**config.mk**
```make
export PLATFORM = sky130hd
export DESIGN_NAME = mem_responder
export DESIGN_NICKNAME = d
export VERILOG_FILES = /design/src/rtl/mem_responder.sv
export SDC_FILE = /design/constraint.sdc
export NUM_CORES = 1
export LEC_CHECK = 0
export CAP_MARGIN = 15
export CORE_AREA = 4 4 106 108
export DETAILED_ROUTE_END_ITERATION = 16
export DIE_AREA = 0 0 110 112
export PLACE_DENSITY = 0.79
export SLEW_MARGIN = 10
export SYNTH_ARGS = -nofsm -noshare
export SYNTH_HDL_FRONTEND = slang
export SYNTH_SLANG_ARGS = --single-unit
```
**constraint.sdc**
```tcl
create_clock -name clk -period 2.7 [get_ports clk]
set_input_delay 0.27 -clock clk [delete_from_list [all_inputs] [get_ports clk]]
set_output_delay 0.27 -clock clk [all_outputs]
set_load 0.005 [all_outputs]
```
**src/rtl/mem_responder.sv**
```systemverilog
// Memory-side responder: sequences single-word fetch/load/store requests against a
// fixed-latency synchronous RAM or a small memory-mapped IO window, acking each once.
module mem_responder #(
  parameter int                ADDR_W  = 16,
  parameter int                DATA_W  = 16,
  parameter int                RD_LAT  = 2,
  parameter logic [ADDR_W-1:0] IO_BASE = 16'hFF00
) (
  input  logic              clk,
  input  logic              reset,
  input  logic              req,
  input  logic              we,
  input  logic              fetch,
  input  logic [ADDR_W-1:0] addr,
  input  logic [DATA_W-1:0] wdata,
  output logic              ack,
  output logic              err,
  output logic              busy,
  output logic [DATA_W-1:0] rdata,
  output logic [DATA_W-1:0] instr,
  output logic [ADDR_W-1:0] ram_addr,
  output logic [DATA_W-1:0] ram_wdata,
  output logic              ram_we,
  input  logic [DATA_W-1:0] ram_rdata,
  input  logic [DATA_W-1:0] io_in,
  output logic [DATA_W-1:0] io_out
);

  typedef enum logic [2:0] {S_IDLE, S_RD, S_WR, S_IO, S_ACK} state_t;

  localparam logic [2:0]        LAST    = 3'(RD_LAT - 1);
  localparam logic [ADDR_W-1:0] IO_IN_A = IO_BASE + ADDR_W'(1);

  state_t            state, state_d;
  logic [2:0]        cnt;
  logic              we_q, fetch_q, err_q;
  logic [DATA_W-1:0] sync1, sync2;
  logic              is_io, io_reg, io_in_reg;

  assign is_io     = (addr >= IO_BASE);
  assign io_reg    = (ram_addr == IO_BASE);
  assign io_in_reg = (ram_addr == IO_IN_A);

  assign busy   = (state != S_IDLE);
  assign ram_we = (state == S_WR);
  assign ack    = (state == S_ACK);
  assign err    = ack & err_q;

  always_comb begin
    state_d = state;
    case (state)
      S_IDLE: if (req) begin
        if (is_io)             state_d = fetch ? S_ACK : S_IO;
        else if (fetch || !we) state_d = S_RD;
        else                   state_d = S_WR;
      end
      S_RD:   if (cnt == LAST) state_d = S_ACK;
      S_WR:   state_d = S_ACK;
      S_IO:   state_d = S_ACK;
      S_ACK:  state_d = S_IDLE;
      default: state_d = S_IDLE;
    endcase
  end

  always_ff @(posedge clk or negedge reset) begin
    if (!reset) begin
      state     <= S_IDLE;
      cnt       <= '0;
      we_q      <= 1'b0;
      fetch_q   <= 1'b0;
      err_q     <= 1'b0;
      ram_addr  <= '0;
      ram_wdata <= '0;
      rdata     <= '0;
      instr     <= '0;
      io_out    <= '0;
      sync1     <= '0;
      sync2     <= '0;
    end else begin
      state <= state_d;
      sync1 <= io_in;
      sync2 <= sync1;
      case (state)
        S_IDLE: if (req) begin
          ram_addr  <= addr;
          ram_wdata <= wdata;
          we_q      <= we & ~fetch;
          fetch_q   <= fetch;
          cnt       <= '0;
          // Fetching from IO space is illegal and skips straight to ACK.
          err_q     <= is_io & fetch;
        end
        S_RD: begin
          cnt <= cnt + 3'd1;
          if (cnt == LAST) begin
            if (fetch_q) instr <= ram_rdata;
            else         rdata <= ram_rdata;
          end
        end
        S_IO: begin
          if (we_q) begin
            // Only io_out is writable; any other IO write just flags err.
            if (io_reg) io_out <= ram_wdata;
            else        err_q  <= 1'b1;
          end else begin
            rdata <= io_reg ? io_out : (io_in_reg ? sync2 : '0);
          end
        end
        S_ACK:   err_q <= 1'b0;
        default: ;
      endcase
    end
  end

endmodule
```
After elaboration in Yosys (flattened, before gate mapping)
Index checks and enable logic that the tools add are counted.
- register bits after elaboration: 121
- bits in latches: 0
- memory bits (writable): 0
- bits in read-only memories: 0
- bits of input ports: 69
- output and inout port bits: 84
- logic and storage cells: 64
- memories: 0
- $add $sub $neg: 1
- multiply operators: 0
- divide/modulo/power cells: 0
- $lt $le $gt $ge: 1
- eq/ne operators: 13
- shift-type cells: 0
- multiplexer cells: 18
- bitwise operators: 4
- reductions and logical operators: 15
- operators by type and width (kind ; count):
    16-bit 2-to-1 mux ; 5
    16-bit == test, second input constant ; 2
    16-bit one-hot mux with 2 select lines ; 1
    16-bit >= comparator, second input constant ; 1
    3-bit 2-to-1 mux ; 5
    2-bit != test, second input constant ; 6
    3-bit one-hot mux with 3 select lines ; 1
    4-bit AND reduction ; 2
    3-bit by 1-bit == test with 1-bit output, second input constant ; 2
    3-bit by 2-bit == test with 1-bit output, second input constant ; 2
    3-bit one-hot mux with 2 select lines ; 1
    2-bit AND reduction ; 3
    3-bit AND reduction ; 2
    3-bit nonzero test ; 2
    2-bit nonzero test ; 2
    3-bit by 1-bit adder with 3-bit output, second input constant ; 1
    1-bit bitwise AND ; 3
    3-bit == test, second input constant ; 1
    3-bit logical NOT ; 1
    1-bit 2-to-1 mux ; 3
    1-bit one-hot mux with 3 select lines ; 1
    2-bit 2-to-1 mux ; 1
    2-bit OR reduction ; 1
    1-bit logical NOT ; 1
    other kinds (2) ; 2

Longest topological paths before layout
Gate-level depths: netlist of the first run.
- depth after elaboration: 6
- depth in mapped cells: 7
- mapped depth without buffers: 6

Least setup slack after synthesis of the first run
Ideal clock, no wire load.
- path kind: flip-flop to flip-flop
- from: reg ram_addr[7]
- to: reg io_out[10]
- arrival time: 2226 ps
- setup slack: 349 ps
- stages on the path, launching flop included: 7
- path buffers: 2
- clock period less this slack: 2351 ps
- path through: dfrtp_1 -> or4b_4 -> or3_1 -> or4_1 -> buf_2 -> buf_6 -> mux2_4
- longest elaborated chain between the ends: 2
- ends and longest elaborated chain (item ; line ; RTL):
    from (decl) ; 21 ; output logic [ADDR_W-1:0] ram_addr,
    from (signal assigned) ; 85 ; ram_addr <= addr;
    16-bit == test ; 41 ; assign io_reg = (ram_addr == IO_BASE);
    3-bit AND reduction (no source line) ; -- ;
    to (signal assigned) ; 103 ; if (io_reg) io_out <= ram_wdata;
    to (decl) ; 26 ; output logic [DATA_W-1:0] io_out
Every way passes these cells.
A chain may end at the register's enable or synchronous reset.

Final worst setup path of the first run
- from: reg ram_addr[7]
- to: reg io_out[8]
The elaborated chain is that of the path after synthesis.

==> results of run 1 <==
[layer usage]
layer / GRT usage / routed length, um / vias to the layer above
met5: 0 / 0 / -
met4: 0.0848 / 293 / 0
met3: 0.0557 / 722 / 18
met2: 0.354 / 6420 / 127
met1: 0.261 / 5030 / 1791
li1: - / - / 1666
[cells by family (layout without fill, tap and decap cells)]
group / count (synthesis) / count (layout) / synth area share
adder cells (fa/ha/maj): 2 / 2 / 0.00541
XOR/XNOR: 1 / 1 / 0.00189
buffers and inverters: 22 / 197 / 0.0197
AND/OR/NAND/NOR: 169 / 169 / 0.158
AO/OA/AOI/OAI: 41 / 41 / 0.0693
flip-flops: 121 / 121 / 0.655
multiplexers: 34 / 34 / 0.0909
[registers in the layout (all words and copies together) (netlist names)]
name,cells
ram_addr,16
cnt,3
fetch_q,1
sync1,16
err_q,1
io_out,16
ram_wdata,16
rdata,16
sync2,16
instr,16
we_q,1
state,3
[final timing paths]
kind                        startpoint     endpoint  slack [ns]  cells after the start
min in group asynchronous        reset  ram_addr[9]        0.36                      2
hold / removal               io_in[14]    sync1[14]        0.21                      1
max in group asynchronous        reset    sync2[14]        1.54                      3
setup reg to reg           ram_addr[7]    io_out[8]        0.32                      5
hold reg to reg              sync1[13]    sync2[13]        0.35                      0
setup / recovery           ram_addr[7]    io_out[8]        0.32                      5
[where the power goes]
| part | switching, uW | internal [uW] | total, uW |
|---|---|---|---|
| clock | 756 | 1660 | 2420 |
| sequential | 396 | 2360 | 2750 |
| combinational | 902 | 1310 | 2210 |
| total | 2050 | 5330 | 7380 |
[layout by cell type (no fill, tap or decap), drive strengths merged]
cell type      Yosys  layout
nand4              3       3
nor4               2       2
dlygate4sd3        0       1
clkbuf            14      24
a211oi            15      15
xnor2              1       1
nor4b              1       1
nor3               3       3
a221oi            15      15
clkdlybuf4s50      0     151
and3               1       1
dfrtp            121     121
inv                3       3
nand3              5       5
o221a              1       1
mux2              34      34
o22ai              1       1
clkinv             0       3
a22o               1       1
nor2b              4       4
o21ai              4       4
o2bb2ai            1       1
buf                5      10
or4b               2       2
and2               2       2
ha                 2       2
nor2              35      35
nand4b             2       2
o21a               1       1
o21bai             1       1
or4                2       2
a31oi              1       1
nand2            105     105
bufinv             0       5
or3                2       2
[worst max-delay path, delay by kind of cell, from the launching register on]
| family | cells | cell delay (ns) |
|---|---|---|
| multiplexers | 1 | 0.33 |
| AND/OR/NAND/NOR | 3 | 1.30 |
| flip-flops | 1 | 0.39 |
| buffers and inverters | 1 | 0.24 |
[stage by stage]
stage               hold slack (ns)  instance area (um2)   util  power (uW)  setup slack, ns
global placement              0.332                 6320  0.618        4890            0.377
detailed placement            0.335                 6320  0.618        5000            0.334
global route                  0.185                 6970  0.681        7810            0.241
finish                        0.206                 6970  0.681        7380            0.319
floorplan                   -0.0256                 4620      -        3580            0.349
CTS                           0.189                 6970  0.681        7460            0.314
[area by class of cell]
class	count	area, um2	share of cell area
timing repair buffer	162	1610	0.231
clock inverter	8	165	0.0237
inverter	3	11.3	0.00162
tap	136	170	0.0244
multi-input combinational	247	1510	0.217
clock buffer	24	470	0.0675
sequential	121	3030	0.435
[repair_timing]
item / CTS / global route
setup endpoints to repair: 0 / 0
endpoints found under the hold margin: 54 / 0
hold buffers: 1 / 0
gates resized for setup: 0 / 0
==> results_dict.tcl, run 1 <==
set metrics [dict create \
    status "complete, no violations" \
    clkLatencyLatePin_ns 0.51 \
    grt_max_degree 68 \
    numPortBuffers 152 \
    crit_type "reg -> reg" \
    slew_violations 0 \
    grt_antenna_before_repair 0 \
    die_w_um 110 \
    dieHeight_um 112 \
    core_um2 10200 \
    ys_types 35 \
    areaGrowthSynthToFinish_pct 50.7 \
    die_area_um2 12300 \
    drc 0 \
    synth_flop_cell "dfrtp_1" \
    synthTopCellsByArea "dfrtp_1 65%, nand2_1 8.5%, mux2_2 5.8%" \
    initial_utilization 0.452 \
    drt_wl_total_um 12500 \
    fin_crit_ns 2.38 \
    viasPerCell 5.14 \
    placed_cells 668 \
    gp_congestion 0.767 \
    antennaDiodeCount 0 \
    syn_inst 390 \
    cap_violations 0 \
    hp-class "in -> reg" \
    hold_viol 0 \
    setup_violations 0 \
    final_nets 623 \
    worstPathArrival_ns 2.77 \
    clock_skew_ns 0.0137 \
    clkTransAtPathRegs_ns 0.06 \
    ys_ff_latch 121 \
    drt-initial-drc-count 220 \
    grt_pass1_wl_um 19800 \
    grtUsageTotal 0.213 \
    yosysWarnings 0 \
    numClockSinks 121 \
    root_buffer "clkbuf_8" \
    synth_area_per_cell_um2 11.9 \
    worst-path-max-fanout 16 \
    synth_edf_count 0 \
    layout-drive-gt1-share 0.136 \
    synth.most_common_cell "dfrtp_1" \
    timing.fmax_ghz 0.420 \
    routedWlPerCell_um 17.8 \
    post_cts_buffers 0 \
    cp-start-kind "register" \
    grt_setup_unrepaired "no" \
    syn_area_um2 4620 \
    synth_common_cells "121 x dfrtp_1, 105 x nand2_1, 35 x nor2_1" \
    peakVddDrop_uv 531 \
    yosysTopAreaCellShare 0.655 \
    power_leakage_uw 0.00317 \
    drt_first_pass_iters 5 \
    max_stage_delay_ns 0.57 \
    grt_pass1_vias 3685 \
    worstPathRequired_ns 3.09 \
    tns_ns 0 \
    setup.worst_path.end_class "register" \
    crit_slowest_cell "or4b_4" \
    cts_tree "done" \
    dpl.hpwl_um 8960 \
    yosysTopAreaCell "dfrtp_1" \
    io_pins 153 \
    ys_async_sr_fraction 1.00 \
    ant_nets 0 \
    worstPathCellList "or4b_4 -> or3_1 -> or4_1 -> buf_4 -> mux2_4" \
    final_cell_count_no_fill 701 \
    worst_pin_slew_ns 0.706 \
    p_per_area_nw_per_um2 1060 \
    overflow 0 \
    period_share 0.882 \
    via_count 3602 \
    cts_buffers 17 \
    clock_path_buffers 2 \
    cts_htree_levels 4 \
    maxSlewHeadroom 0.529 \
    rows 37 \
    ys_seq_area_frac 0.655 \
    n_fill_cell 757 \
    synth_nets 461 \
]
No activity file was read; power rests on OpenSTA's default activity.
==> run 2: changes to the inputs <==
--- a/config.mk
+++ b/config.mk
@@ -5,11 +5,12 @@
 export SDC_FILE = /design/constraint.sdc
 export NUM_CORES = 1
 export LEC_CHECK = 0
+export ABC_CLOCK_PERIOD_IN_PS = 2750
 export CAP_MARGIN = 15
-export CORE_AREA = 4 4 106 108
+export CORE_AREA = 4 4 103 105
 export DETAILED_ROUTE_END_ITERATION = 16
-export DIE_AREA = 0 0 110 112
-export PLACE_DENSITY = 0.79
+export DIE_AREA = 0 0 107 109
+export PLACE_DENSITY = 0.83
 export SLEW_MARGIN = 10
 export SYNTH_ARGS = -nofsm -noshare
 export SYNTH_HDL_FRONTEND = slang
==> constraint.sdc (replaced) <==
create_clock -name clk -period 2.75 [get_ports clk]
set_input_delay 0.275 -clock clk [delete_from_list [all_inputs] [get_ports clk]]
set_output_delay 0.275 -clock clk [all_outputs]
set_load 0.005 [all_outputs]
==> results_dict.tcl, run 2 (same netlist as run 1, synthesis figures left out) <==
set metrics [dict create \
    cts_htree_levels 4 \
    cap_violations 0 \
    io_pins 153 \
    rows 36 \
    viasPerCell 5.11 \
    areaGrowthSynthToFinish_pct 50.2 \
    final_cell_count_no_fill 698 \
    numClockSinks 121 \
    min_to "sync1[11]" \
    worst-path-max-fanout 13 \
    reg2reg_slack_ns 0.23 \
    postPlaceCellArea_um2 6330 \
    numPortBuffers 152 \
    grt_max_degree 55 \
    peakVddDrop_uv 576 \
    clkTransAtPathRegs_ns 0.06 \
    grtUsageTotal 0.215 \
    comb_power_share 0.304 \
    worstHoldPathCells 1 \
    post_cts_buffers 0 \
    root_buffer "clkbuf_8" \
    antennaDiodeCount 0 \
    p_clk_frac 0.317 \
    final_cell_mix "151 x clkdlybuf4s50_1, 121 x dfrtp_1, 105 x nand2_1" \
    hold_viol 0 \
    hp-class "in -> reg" \
    cts_buffers 17 \
    setup.worst_path.end_class "register" \
    die_w_um 107 \
    ant_nets 0 \
    met3_usage 0.0515 \
    power_leakage_uw 0.00315 \
    crit_type "reg -> reg" \
    swShare 0.277 \
    cts_tree "done" \
    maxSlewHeadroom 0.598 \
    grtUsageMet2 0.362 \
    post-route-cell-area_um2 6950 \
    n_fill_cell 703 \
    clock_path_buffers 2 \
    grt_antenna_before_repair 0 \
    drc 0 \
    die_area_um2 11700 \
    timing.fmax_ghz 0.397 \
    power_frac_seq 0.379 \
    gp_congestion 0.807 \
    worstHoldStart "io_in[11]" \
    multi_input_area_um2 1510 \
    grt.busiest_layer "met2" \
    drt_wl_total_um 12000 \
    p_per_area_nw_per_um2 1020 \
    layout-drive-gt1-share 0.136 \
    overflow 0 \
    initial_utilization 0.480 \
    fin_crit_ns 2.52 \
    routedWlPerCell_um 17.2 \
    mostFrequentLayoutCell "clkdlybuf4s50_1" \
    regArea_um2 3030 \
    core_um2 9640 \
    worstPathRequired_ns 3.12 \
    dpl.hpwl_um 8730 \
    grt_setup_unrepaired "no" \
    tns_ns 0 \
    r2r-end "io_out[7]" \
    slew_violations 0 \
    grt_pass1_vias 3647 \
    cp-start-kind "register" \
    gr-usage-met1 0.278 \
    drt_first_pass_iters 4 \
    setup_slack_ns 0.233 \
    worst_pin_slew_ns 0.601 \
    dieHeight_um 109 \
    ff2ff_path_depth 5 \
    grt_pass1_wl_um 19300 \
    status "complete, no violations" \
    period_share 0.915 \
    clock_skew_ns 0.00757 \
    drt-initial-drc-count 170 \
    pre_cts_slack_ns 0.242 \
    switching_power_uw 1970 \
    worstPathArrival_ns 2.89 \
    worstReg2RegStart "ram_addr[7]" \
    via_count 3568 \
    p_int_uw 5140 \
    ctsHoldBuffers 1 \
    placed_cells 666 \
    cts_resized 0 \
    setup_violations 0 \
    final_nets 624 \
    clkLatencyLatePin_ns 0.49 \
]
run 2: changes by cell type in the layout (fill, tap and decap cells not counted):
cell and delta:
buf_4 +1, bufinv_16 -1, clkinv_2 -2, clkinvlp_4 +2
run 2: worst max-delay path by stage:
stage                 from    endpoint  slack [ns]  cells past startpoint
2_1_floorplan  ram_addr[7]  io_out[10]        0.40                      6
3_3_place_gp   ram_addr[7]   io_out[7]        0.29                      5
3_5_place_dp   ram_addr[7]   io_out[7]        0.24                      5
4_1_cts        ram_addr[7]   io_out[7]        0.24                      5
5_1_grt        ram_addr[7]   io_out[7]        0.20                      5
6_report       ram_addr[7]   io_out[7]        0.23                      5
run 2: power groups by stage:
| stage | combinational, uW | sequential [uW] | clock, uW |
|---|---|---|---|
| 6_report | 2160 | 2690 | 2260 |
| 5_1_grt | 2380 | 2770 | 2370 |
| 4_1_cts | 2190 | 2690 | 2300 |
| 3_5_place_dp | 2170 | 2710 | 0 |
| 3_3_place_gp | 2110 | 2680 | 0 |
| 2_1_floorplan | 829 | 2690 | 0 |
run 2: per-layer routing:
layer | routed length [um] | up-vias
li1 | - | 1668
met1 | 4910 | 1767
met2 | 6270 | 119
met3 | 602 | 14
met4 | 208 | 0
met5 | 0 | -
run 2: area by class of cell:
| cell class | count | area share |
|---|---|---|
| clock buffers | 24 | 0.0677 |
| clock inverters | 7 | 0.0202 |
| inverters | 3 | 0.00162 |
| multi-input cells | 247 | 0.218 |
| flip-flops and latches | 121 | 0.436 |
| well taps | 133 | 0.0240 |
| repair buffers | 163 | 0.233 |
run 2: through the flow:
stage | power [uW] | utilization | hold WS [ns]
final | 7110 | 0.721 | 0.221
after global routing | 7520 | 0.721 | 0.198
after CTS | 7180 | 0.721 | 0.199
after detailed placement | 4880 | 0.656 | 0.318
after global placement | 4790 | 0.656 | 0.313
after floorplan | 3520 | - | -0.0206
run 2: worst max-delay path: stages (launching register included):
cell	delay, ns
dfrtp_1	0.40
or4b_4	0.58
or3_1	0.31
or4_1	0.51
buf_4	0.26
mux2_4	0.32
